### src/rtl/spi_aes_slave_if.sv
// spi_aes_slave_if: SPI pins plus AES-core handshake of spi_aes_slave.
interface spi_aes_slave_if;
  logic         sclk;
  logic         cs;
  logic         mosi;
  logic         miso;
  logic [1:0]   size;
  logic [1:0]   key_size;
  logic [127:0] msg;
  logic [255:0] key;
  logic         start;
  logic [127:0] result;
  logic         result_valid;
  logic         done;
  logic         frame_err;
  modport slave (
    input  sclk, cs, mosi, size, result, result_valid,
    output miso, msg, key, key_size, start, done, frame_err
  );
  modport master (
    output sclk, cs, mosi, size, result, result_valid,
    input  miso, msg, key, key_size, start, done, frame_err
  );
endinterface

### src/rtl/spi_aes_slave.sv
// spi_aes_slave: SPI slave collecting an AES message and key, handing them to the
// core and shifting the core's 128-bit result back out LSB first.
module spi_aes_slave #(
  parameter int SYNC_STAGES = 2
) (
  input logic            clk,
  input logic            rst_n,
  spi_aes_slave_if.slave bus
);
  localparam int SS = SYNC_STAGES < 2 ? 2 : SYNC_STAGES;
  typedef enum logic [2:0] {IDLE, RX_MSG, RX_KEY, START, WAIT_CORE, TX, DONE} state_t;
  state_t         state_q, state_d;
  logic [SS-1:0]  sclk_sync_q, sclk_sync_d, cs_sync_q, cs_sync_d, mosi_sync_q, mosi_sync_d;
  logic           sclk_prev_q, sclk_prev_d, cs_prev_q, cs_prev_d;
  logic [SS:0]    warm_q, warm_d;
  logic [8:0]     cnt_q, cnt_d;
  logic [127:0]   msg_q, msg_d, shift_q, shift_d;
  logic [255:0]   key_q, key_d;
  logic [1:0]     size_q, size_d;
  logic           miso_q, miso_d, start_q, start_d, done_q, done_d, err_q, err_d;
  logic           rose_q, rose_d;
  logic           ready, sclk_s, cs_s, mosi_s;
  logic           sclk_rise, sclk_fall, cs_rise, cs_fall;
  logic [8:0]     key_base, key_last, key_idx;
  // Edges are ignored until the synchronizers have flushed their reset values,
  // so a cs already low at reset release is not mistaken for a fresh frame.
  assign ready     = warm_q[SS];
  assign sclk_s    = sclk_sync_q[SS-1];
  assign cs_s      = cs_sync_q[SS-1];
  assign mosi_s    = mosi_sync_q[SS-1];
  assign sclk_rise = ready & sclk_s & ~sclk_prev_q;
  assign sclk_fall = ready & ~sclk_s & sclk_prev_q;
  assign cs_rise   = ready & cs_s & ~cs_prev_q;
  assign cs_fall   = ready & ~cs_s & cs_prev_q;
  assign key_base  = size_q == 2'b00 ? 9'd128 : size_q == 2'b01 ? 9'd64 : 9'd0;
  assign key_last  = size_q == 2'b00 ? 9'd127 : size_q == 2'b01 ? 9'd191 : 9'd255;
  assign key_idx   = key_base + cnt_q;
  always_comb begin
    sclk_sync_d = {sclk_sync_q[SS-2:0], bus.sclk};
    cs_sync_d   = {cs_sync_q[SS-2:0], bus.cs};
    mosi_sync_d = {mosi_sync_q[SS-2:0], bus.mosi};
    sclk_prev_d = sclk_s;
    cs_prev_d   = cs_s;
    warm_d      = {warm_q[SS-1:0], 1'b1};
    state_d     = state_q;
    cnt_d       = cnt_q;
    msg_d       = msg_q;
    key_d       = key_q;
    shift_d     = shift_q;
    size_d      = size_q;
    rose_d      = rose_q;
    err_d       = 1'b0;
    if (cs_rise && state_q inside {RX_MSG, RX_KEY, START, WAIT_CORE, TX}) begin
      state_d = IDLE;
      err_d   = 1'b1;
    end else begin
      case (state_q)
        IDLE:
          if (cs_fall) begin
            if (bus.size == 2'b11) err_d = 1'b1;
            else begin
              state_d = RX_MSG;
              size_d  = bus.size;
              cnt_d   = '0;
              msg_d   = '0;
              key_d   = '0;
            end
          end
        RX_MSG:
          if (sclk_rise) begin
            msg_d[cnt_q[6:0]] = mosi_s;
            cnt_d   = cnt_q == 9'd127 ? 9'd0 : cnt_q + 9'd1;
            state_d = cnt_q == 9'd127 ? RX_KEY : RX_MSG;
          end
        RX_KEY:
          if (sclk_rise) begin
            key_d[key_idx[7:0]] = mosi_s;
            cnt_d   = cnt_q == key_last ? cnt_q : cnt_q + 9'd1;
            state_d = cnt_q == key_last ? START : RX_KEY;
          end
        START: state_d = WAIT_CORE;
        WAIT_CORE:
          if (bus.result_valid) begin
            shift_d = bus.result;
            cnt_d   = '0;
            rose_d  = 1'b0;
            state_d = TX;
          end
        TX: begin
          // A bit only retires once the master has sampled it on a rising edge.
          if (sclk_rise) rose_d = 1'b1;
          if (sclk_fall && rose_q) begin
            rose_d = 1'b0;
            if (cnt_q == 9'd127) state_d = DONE;
            else begin
              shift_d = shift_q >> 1;
              cnt_d   = cnt_q + 9'd1;
            end
          end
        end
        DONE: state_d = cs_rise ? IDLE : DONE;
        default: state_d = IDLE;
      endcase
    end
    miso_d  = state_d == TX ? shift_d[0] : 1'b0;
    start_d = state_d == START;
    done_d  = state_d == DONE;
  end
  always_ff @(posedge clk or negedge rst_n)
    if (!rst_n) begin
      sclk_sync_q <= '0;
      cs_sync_q   <= '1;
      mosi_sync_q <= '0;
      sclk_prev_q <= 1'b0;
      cs_prev_q   <= 1'b1;
      warm_q      <= '0;
      state_q     <= IDLE;
      cnt_q       <= '0;
      msg_q       <= '0;
      key_q       <= '0;
      shift_q     <= '0;
      size_q      <= 2'b00;
      rose_q      <= 1'b0;
      miso_q      <= 1'b0;
      start_q     <= 1'b0;
      done_q      <= 1'b0;
      err_q       <= 1'b0;
    end else begin
      sclk_sync_q <= sclk_sync_d;
      cs_sync_q   <= cs_sync_d;
      mosi_sync_q <= mosi_sync_d;
      sclk_prev_q <= sclk_prev_d;
      cs_prev_q   <= cs_prev_d;
      warm_q      <= warm_d;
      state_q     <= state_d;
      cnt_q       <= cnt_d;
      msg_q       <= msg_d;
      key_q       <= key_d;
      shift_q     <= shift_d;
      size_q      <= size_d;
      rose_q      <= rose_d;
      miso_q      <= miso_d;
      start_q     <= start_d;
      done_q      <= done_d;
      err_q       <= err_d;
    end
  assign bus.miso      = miso_q;
  assign bus.msg       = msg_q;
  assign bus.key       = key_q;
  assign bus.key_size  = size_q;
  assign bus.start     = start_q;
  assign bus.done      = done_q;
  assign bus.frame_err = err_q;
endmodule

### src/flat_wrapper.sv
// flat-port wrapper written by rule: the top's interface ports become plain ports
module spi_aes_slave_flat 
#(
  parameter int SYNC_STAGES = 2
)
  (clk, rst_n, bus_sclk, bus_cs, bus_mosi, bus_size, bus_result, bus_result_valid, bus_miso, bus_msg, bus_key, bus_key_size, bus_start, bus_done, bus_frame_err);
  spi_aes_slave_if bus_i ();
  input logic clk;
  input logic rst_n;
  input wire logic [$bits(bus_i.sclk)-1:0] bus_sclk;
  input wire logic [$bits(bus_i.cs)-1:0] bus_cs;
  input wire logic [$bits(bus_i.mosi)-1:0] bus_mosi;
  input wire logic [$bits(bus_i.size)-1:0] bus_size;
  input wire logic [$bits(bus_i.result)-1:0] bus_result;
  input wire logic [$bits(bus_i.result_valid)-1:0] bus_result_valid;
  output wire logic [$bits(bus_i.miso)-1:0] bus_miso;
  output wire logic [$bits(bus_i.msg)-1:0] bus_msg;
  output wire logic [$bits(bus_i.key)-1:0] bus_key;
  output wire logic [$bits(bus_i.key_size)-1:0] bus_key_size;
  output wire logic [$bits(bus_i.start)-1:0] bus_start;
  output wire logic [$bits(bus_i.done)-1:0] bus_done;
  output wire logic [$bits(bus_i.frame_err)-1:0] bus_frame_err;
  assign bus_i.sclk = bus_sclk;
  assign bus_i.cs = bus_cs;
  assign bus_i.mosi = bus_mosi;
  assign bus_i.size = bus_size;
  assign bus_i.result = bus_result;
  assign bus_i.result_valid = bus_result_valid;
  assign bus_miso = bus_i.miso;
  assign bus_msg = bus_i.msg;
  assign bus_key = bus_i.key;
  assign bus_key_size = bus_i.key_size;
  assign bus_start = bus_i.start;
  assign bus_done = bus_i.done;
  assign bus_frame_err = bus_i.frame_err;
  spi_aes_slave #(.SYNC_STAGES(SYNC_STAGES)) u_core (.clk(clk), .rst_n(rst_n), .bus(bus_i));
endmodule
### config.mk
export PLATFORM = sky130hd
export DESIGN_NAME = spi_aes_slave_flat
export DESIGN_NICKNAME = d
export VERILOG_FILES = /design/src/rtl/spi_aes_slave_if.sv /design/src/rtl/spi_aes_slave.sv /design/src/flat_wrapper.sv
export SDC_FILE = /design/constraint.sdc
export NUM_CORES = 1
export LEC_CHECK = 0
export BUFFER_PORTS_ARGS = -buffer_cell sky130_fd_sc_hd__buf_2
export CORE_MARGIN = 2
export CORE_UTILIZATION = 48
export DETAILED_ROUTE_END_ITERATION = 6
export GPL_TIMING_DRIVEN = 0
export PLACE_DENSITY = 0.82
export SYNTH_ARGS = -nofsm -noshare
export SYNTH_HDL_FRONTEND = slang
export SYNTH_SLANG_ARGS = --single-unit
### constraint.sdc
create_clock -name clk -period 2.3 [get_ports clk]
set_clock_uncertainty 0.05 [all_clocks]
set_input_delay 0.575 -clock clk [delete_from_list [all_inputs] [get_ports clk]]
set_output_delay 0.575 -clock clk [all_outputs]
set_load 0.05 [all_outputs]
==> impl_metrics.yaml, run 1 <==
status:
  status: "complete, but fails checks"
  violations: "design-rule violations, negative setup slack"
sta:
  slew_violations: 0
  rsz0062_at_grt: "true"
  relSlewSlack_pct: 52.2
  max_freq_mhz: 429
  hold_viol: 0
  final-setup-viol-count: 3
  final.setup.worst_slack_ps: -31.9
  timing.hold.ws_ps: 156
  period_minus_slack_ps: 2330
  fin_crit_sh_pct: 101
  worst_pin_slew_ps: 715
hold_path:
  hold_start: "bus_result[127]"
  hold_path.class: "in -> reg"
  min_to: "u_core.shift_q[127]"
  min_path_cells: 3
pwr:
  p_leak_uw: 0.0156
  power.share.clock_pct: 43.7
  ir_drop_mv: 0.590
  power.share.combinational_pct: 12.2
  p_int_uw: 16100
  p_per_area_mw_per_mm2: 679
  pwr-share-seq_pct: 44.1
  p_sw_share_pct: 27.5
  p_sw_uw: 6120
  p_total_uw: 22200
synth:
  ys_types: 69
  synth.top_cell.area_share_pct: 53.0
  synth-main-ff-cell: "dfrtp_1"
  ys_seq_area_share_pct: 53.3
  async_flop_share_pct: 100
  ys_top_cells_by_count: "o21ai_0, dfrtp_1, nand2_1"
  synth_most_common_cell: "o21ai_0"
  synth_area_sq_mm: 0.0255
  synth.net_count: 2853
  synth.ff_latch_count: 542
  synth-edff-count: 0
  netlist_top_cells_area: "dfrtp_1, o21ai_0, a41oi_1"
  synth_top_area_cell: "dfrtp_1"
  yosys_warnings: 0
  synth.avg_cell_area_sq_um: 9.39
  synthCells: 2712
global_routing:
  grt_max_degree: 116
  gr-total-overflow: 0
  track_usage_pct: 37.5
  first_global_vias: 25200
  grt_pass1_wl_microns: 155000
  antenna_found_initial: 5
detailed_routing:
  drtPass1Iterations: 7
  drcViolationCount: 3
  vias: 27200
  wl_met3_microns: 14500
  wl_met1_microns: 37400
  drtIter0Drc: 3696
  wl_met2_microns: 47500
  dr.max_layer_used: "met5"
  drt-total-wl_microns: 107000
  drt-wirelength-per-cell_microns: 26.3
  postRouteAntennaNets: 0
  viasPerCell: 6.66
cts:
  clk_path_buf_depth: 3
  cts_root_buf: "clkbuf_16"
  clk_pin_slew_worst_paths_ps: 60
  cts_buffers: 56
  cts_sinks: 542
  cts_tree: "done"
  insertion_delay_ps: 630
  htree_num_levels: 2
place:
  dp_hpwl_microns: 73800
  routabilityCongestion: 1.02
  io_buffers: 525
setup_path:
  r2r_cells: 8
  end_kind: "flip-flop"
  slowest_delay_ps: 370
  cp-start-kind: "flip-flop"
  cp_slowest_cell: "dfrtp_1"
  rr_startpoint: "u_core.cnt_q[4]"
  critPathArrivalTime_ps: 2780
  crit_chain: "buf_2 -> nor2b_1 -> clkbuf_2 -> buf_4 -> buf_4 -> a41oi_1 -> o21ai_0 -> o21ai_0"
  rrSetupSlack_ps: -30
  critPathKind: "reg -> reg"
  required_ps: 2750
  r2r_end: "u_core.bus.key[103]"
  cp_max_fo: 10
floorplanning:
  fp.coreArea_sq_mm: 0.0526
  boundaryPins: 526
  die_w_microns: 234
  die-area_sq_mm: 0.0549
  die_h_microns: 234
  start_util_pct: 48.5
  rows: 84
run:
  cap_violations: 0
cells_and_area:
  nets: 3487
  area_growth_syn_to_layout_pct: 28.6
  final_layout_size_suffix_gt1_share_pct: 31.1
  fillers: 4388
  utilization_pct: 62.3
[repair_timing]
item                       in CTS  in global routing
hold buffers                    4                  0
hold endpoints to repair       36                  0
setup endpoints to repair     491                502
pin swaps                       6                 14
gates resized for setup       267                320
setup buffers                  16                 42
cloned                          1                  0
[logic make-up (layout without fill, tap and decap cells)]
group / Yosys count / in the layout / synth area share, %
AND/OR/NAND/NOR: 396 / 396 / 7.18
multiplexers: 1 / 1 / 0.0393
other: 1 / 3 / 0.0147
XOR/XNOR: 3 / 3 / 0.211
buffers and inverters: 337 / 1016 / 5.81
flip-flops: 542 / 542 / 53.3
adder cells (fa/ha/maj): 5 / 5 / 0.246
AO/OA/AOI/OAI: 1427 / 1427 / 33.2
[cells in the final DEF (no fill, tap or decap), types with 8 or more instances in the layout]
cell type | synthesis | layout
clkinv_2 | 0 | 11
buf_4 | 17 | 84
inv_1 | 13 | 12
clkbuf_8 | 0 | 26
a41oi_1 | 159 | 159
buf_2 | 90 | 588
nand2_1 | 210 | 198
clkbuf_16 | 0 | 58
clkbuf_2 | 1 | 71
nand3_1 | 38 | 35
o21ai_1 | 56 | 128
nor2_1 | 57 | 45
and3_4 | 0 | 13
a31oi_1 | 71 | 71
nand2_2 | 7 | 13
o21ai_0 | 778 | 705
dfrtp_1 | 539 | 533
nor3_4 | 0 | 12
a221o_1 | 30 | 30
buf_6 | 5 | 31
a22oi_1 | 126 | 126
clkbuf_1 | 196 | 50
a21oi_1 | 161 | 160
buf_12 | 0 | 8
clkbuf_4 | 0 | 50
[state kept, by name, indices dropped and copies added (netlist names), 2 cells and up]
name                 cells
u_core.shift_q         128
u_core.mosi_sync_q       2
u_core.bus.msg         128
u_core.sclk_sync_q       2
u_core.warm_q            3
u_core.cnt_q             9
u_core.state_q           3
u_core.bus.key         256
u_core.bus.key_size      2
u_core.cs_sync_q         2
[power by group through the flow]
stage,combinational [uW],clock (uW),sequential (uW)
after global placement,2240,0,9970
after global routing,2830,10100,9810
after detailed placement,2300,0,9970
after CTS,2480,9730,9800
final,2700,9730,9810
after floorplan,871,0,10400
[how the worst max path moves through the flow]
stage                                start                     end  slack (ps)
global placement                     rst_n  u_core.bus.key_size[0]      -11680
finish                     u_core.cnt_q[4]     u_core.bus.key[103]         -30
CTS                        u_core.cnt_q[2]      u_core.bus.msg[53]        -120
floorplan           u_core.bus.key_size[0]     u_core.bus.key[112]          20
global route        u_core.bus.key_size[0]      u_core.bus.key[70]         -50
detailed placement         u_core.cnt_q[1]     u_core.bus.key[201]       -1100
[cell type report]
cell class	instances	area, sq um	share of cell area [%]
sequential	542	13600	41.5
multi-input combinational	1833	10900	33.4
timing repair buffer	592	3330	10.2
buffer	305	2020	6.18
clock buffer	82	1680	5.13
tap	688	861	2.63
clock inverter	21	270	0.825
inverter	16	71.3	0.218
antenna	2	5.00	0.0153
[through the flow]
step	setup WS, ps	std cells	setup TNS (ps)	cell area [sq um]
after global routing	-45.7	4081	-317	32700
after floorplan	18.1	2712	0	25500
after CTS	-123	4038	-1030	31900
final	-31.9	4081	-63.7	32700
after detailed placement	-1100	3930	-227990	29100
after global placement	-11680	3925	-5949150	29000
[per-layer routing]
metal / GRT usage (%) / vias up
met5: 0 / -
met4: 23.6 / 4
met3: 12.0 / 521
met2: 56.9 / 2168
met1: 46.5 / 13100
li1: - / 11400
[worst max-delay path, delay by kind of cell, from the launching register on]
kind	cells	cell delay, ps
AOI/OAI and AO/OA	3	520
buffers and inverters	4	1100
DFF	1	370
and+or+nand+nor	1	150
Note: power is estimated with default switching activity, not from simulation.
==> run 2, diff against run 1 <==
CTS_BUF_LIST = sky130_fd_sc_hd__clkbuf_16   (was not set)
==> run 2 against run 1 <==
Against the previous run:
- the run still ends with design-rule violations, negative setup slack left
- critical path depth is the same
- sequential share of layout area up 0.19 points
- non-clock buffer count up 1
- register-to-register slack worse by 90 ps
- sequential power is essentially flat
- maximum frequency decreased by 3.6%
- critical endpoint is now u_core.bus.key[144]
- highest routed layer unchanged
==> impl_metrics.yaml, run 2 (synthesis gave the netlist of run 1 again) <==
place:
  dp_hpwl_microns: 73800
  dp.cells: 3930
  io_buffers: 525
  post-place-ws_ps: -1100
  routabilityCongestion: 1.02
cells_and_area:
  nets: 3488
  area_growth_syn_to_layout_pct: 28.0
  ff_latch_area_sq_mm: 0.0136
  final_cell_mix: "o21ai_0, buf_2, dfrtp_1, nand2_1, a21oi_1"
  final_cells: 4083
  final_common_cell: "o21ai_0"
  multi_input_area_sq_mm: 0.0110
  largest_reg_flops: 256
  fillers: 4431
  final_layout_size_suffix_gt1_share_pct: 30.9
pwr:
  power.share.combinational_pct: 12.4
  p_int_uw: 15500
  pwr-share-seq_pct: 45.3
  p_per_area_mw_per_mm2: 664
  p_sw_uw: 6140
  p_sw_share_pct: 28.3
  power.share.clock_pct: 42.3
  ir_drop_mv: 0.578
  p_leak_uw: 0.0155
setup_path:
  crit_top_cell: "o21ai_0"
  crit_family: "compound AO/OA/AOI/OAI gates"
  critPathKind: "reg -> reg"
  cp_slowest_cell: "dfrtp_2"
  worst-path-buf-inv: 2
  crit_chain: "nor2b_2 -> ha_4 -> xnor3_2 -> buf_6 -> buf_4 -> a31oi_1 -> o21ai_0 -> o21ai_0"
  cp_max_fo: 10
  slowest_delay_ps: 440
  required_ps: 2730
  end_kind: "flip-flop"
  cp-start-kind: "flip-flop"
  critPathArrivalTime_ps: 2850
global_routing:
  grt_pass1_wl_microns: 156000
  grt_max_degree: 116
  track_usage_pct: 37.6
  gr-total-overflow: 0
  first_global_vias: 25100
  antenna_found_initial: 6
floorplanning:
  die_w_microns: 234
  die-area_sq_mm: 0.0549
  boundaryPins: 526
  die_h_microns: 234
  rows: 84
  fp.coreArea_sq_mm: 0.0526
  start_util_pct: 48.5
cts:
  cts_root_buf: "clkbuf_16"
  cts_tree: "done"
  cts_buffers: 56
  htree_num_levels: 2
  clk_pin_slew_worst_paths_ps: 70
  cts_sinks: 542
  insertion_delay_ps: 630
  clk_path_buf_depth: 3
sta:
  final.setup.worst_slack_ps: -119
  rsz0062_at_grt: "true"
  final-setup-viol-count: 14
  timing.hold.ws_ps: 160
  fin_crit_sh_pct: 105
  worst_pin_slew_ps: 675
  relSlewSlack_pct: 55.0
  slew_violations: 0
  period_minus_slack_ps: 2420
  max_freq_mhz: 413
  hold_viol: 0
detailed_routing:
  viasPerCell: 6.68
  drtPass1Iterations: 7
  drt-total-wl_microns: 108000
  drtIter0Drc: 3837
  drcViolationCount: 1
  drt-wirelength-per-cell_microns: 26.4
  postRouteAntennaNets: 0
  vias: 27300
hold_path:
  hold_path.class: "in -> reg"
status:
  violations: "design-rule violations, negative setup slack"
  status: "complete, but fails checks"
run:
  cap_violations: 0
[run 2: stage by stage]
| stage | utilization, % | setup TNS [ps] | cell area (sq um) | power (uW) |
|---|---|---|---|---|
| after floorplan | - | 0 | 25500 | 11300 |
| after global placement | 55.1 | -5949150 | 29000 | 12200 |
| after detailed placement | 55.4 | -227990 | 29100 | 12300 |
| after CTS | 60.4 | -86.9 | 31700 | 21400 |
| after global routing | 62.0 | -1760 | 32600 | 22200 |
| final | 62.0 | -525 | 32600 | 21700 |
[run 2: path summary, 6_finish.rpt]
check                      slack, ps  cells past startpoint                   start                     to
setup / recovery                -120                      8  u_core.bus.key_size[0]    u_core.bus.key[144]
hold / removal                   160                      3         bus_result[127]    u_core.shift_q[127]
setup reg to reg                -120                      8  u_core.bus.key_size[0]    u_core.bus.key[144]
hold reg to reg                  300                      0   u_core.mosi_sync_q[0]  u_core.mosi_sync_q[1]
max in group asynchronous        400                      4                   rst_n     u_core.shift_q[10]
min in group asynchronous        360                      2                   rst_n    u_core.bus.key[231]
[run 2: power by group through the flow]
stage,combinational (uW),clock (uW),sequential [uW]
after floorplan,871,0,10400
after global placement,2240,0,9970
after detailed placement,2300,0,9970
after CTS,2490,9160,9790
after global routing,2810,9560,9810
final,2690,9160,9800
[run 2: routing by layer]
metal,global-route usage (%),up-vias,wire length (microns)
met3,11.9,514,14600
li1,-,11400,-
met5,0,-,52
met2,57.5,2197,48000
met1,46.9,13100,37700
met4,22.5,8,7400
[run 2: timing repair]
action | 4_1_cts | 5_1_grt
cloned | 2 | 1
pin swaps | 10 | 18
endpoints found under the setup margin | 491 | 504
gates resized for setup | 262 | 296
hold buffers | 4 | 0
setup buffers | 18 | 40
hold endpoints to repair | 36 | 0
[run 2: area by class of cell]
class | count | area share (%)
Timing Repair Buffer | 595 | 10.2
Inverter | 16 | 0.219
Buffer | 303 | 6.12
Clock inverter | 46 | 1.12
Tap cell | 688 | 2.64
Sequential cell | 542 | 41.6
Clock buffer | 57 | 4.38
Multi-Input combinational cell | 1833 | 33.6
Antenna cell | 3 | 0.0230
[run 2: worst reg2reg max path: cells and delay by family, from the launching register on]
family | cells | cell delay [ps]
xor+xnor | 1 | 390
buf+inv | 2 | 440
fa+ha+maj | 1 | 160
simple gates | 1 | 180
flops | 1 | 440
compound gates | 3 | 620
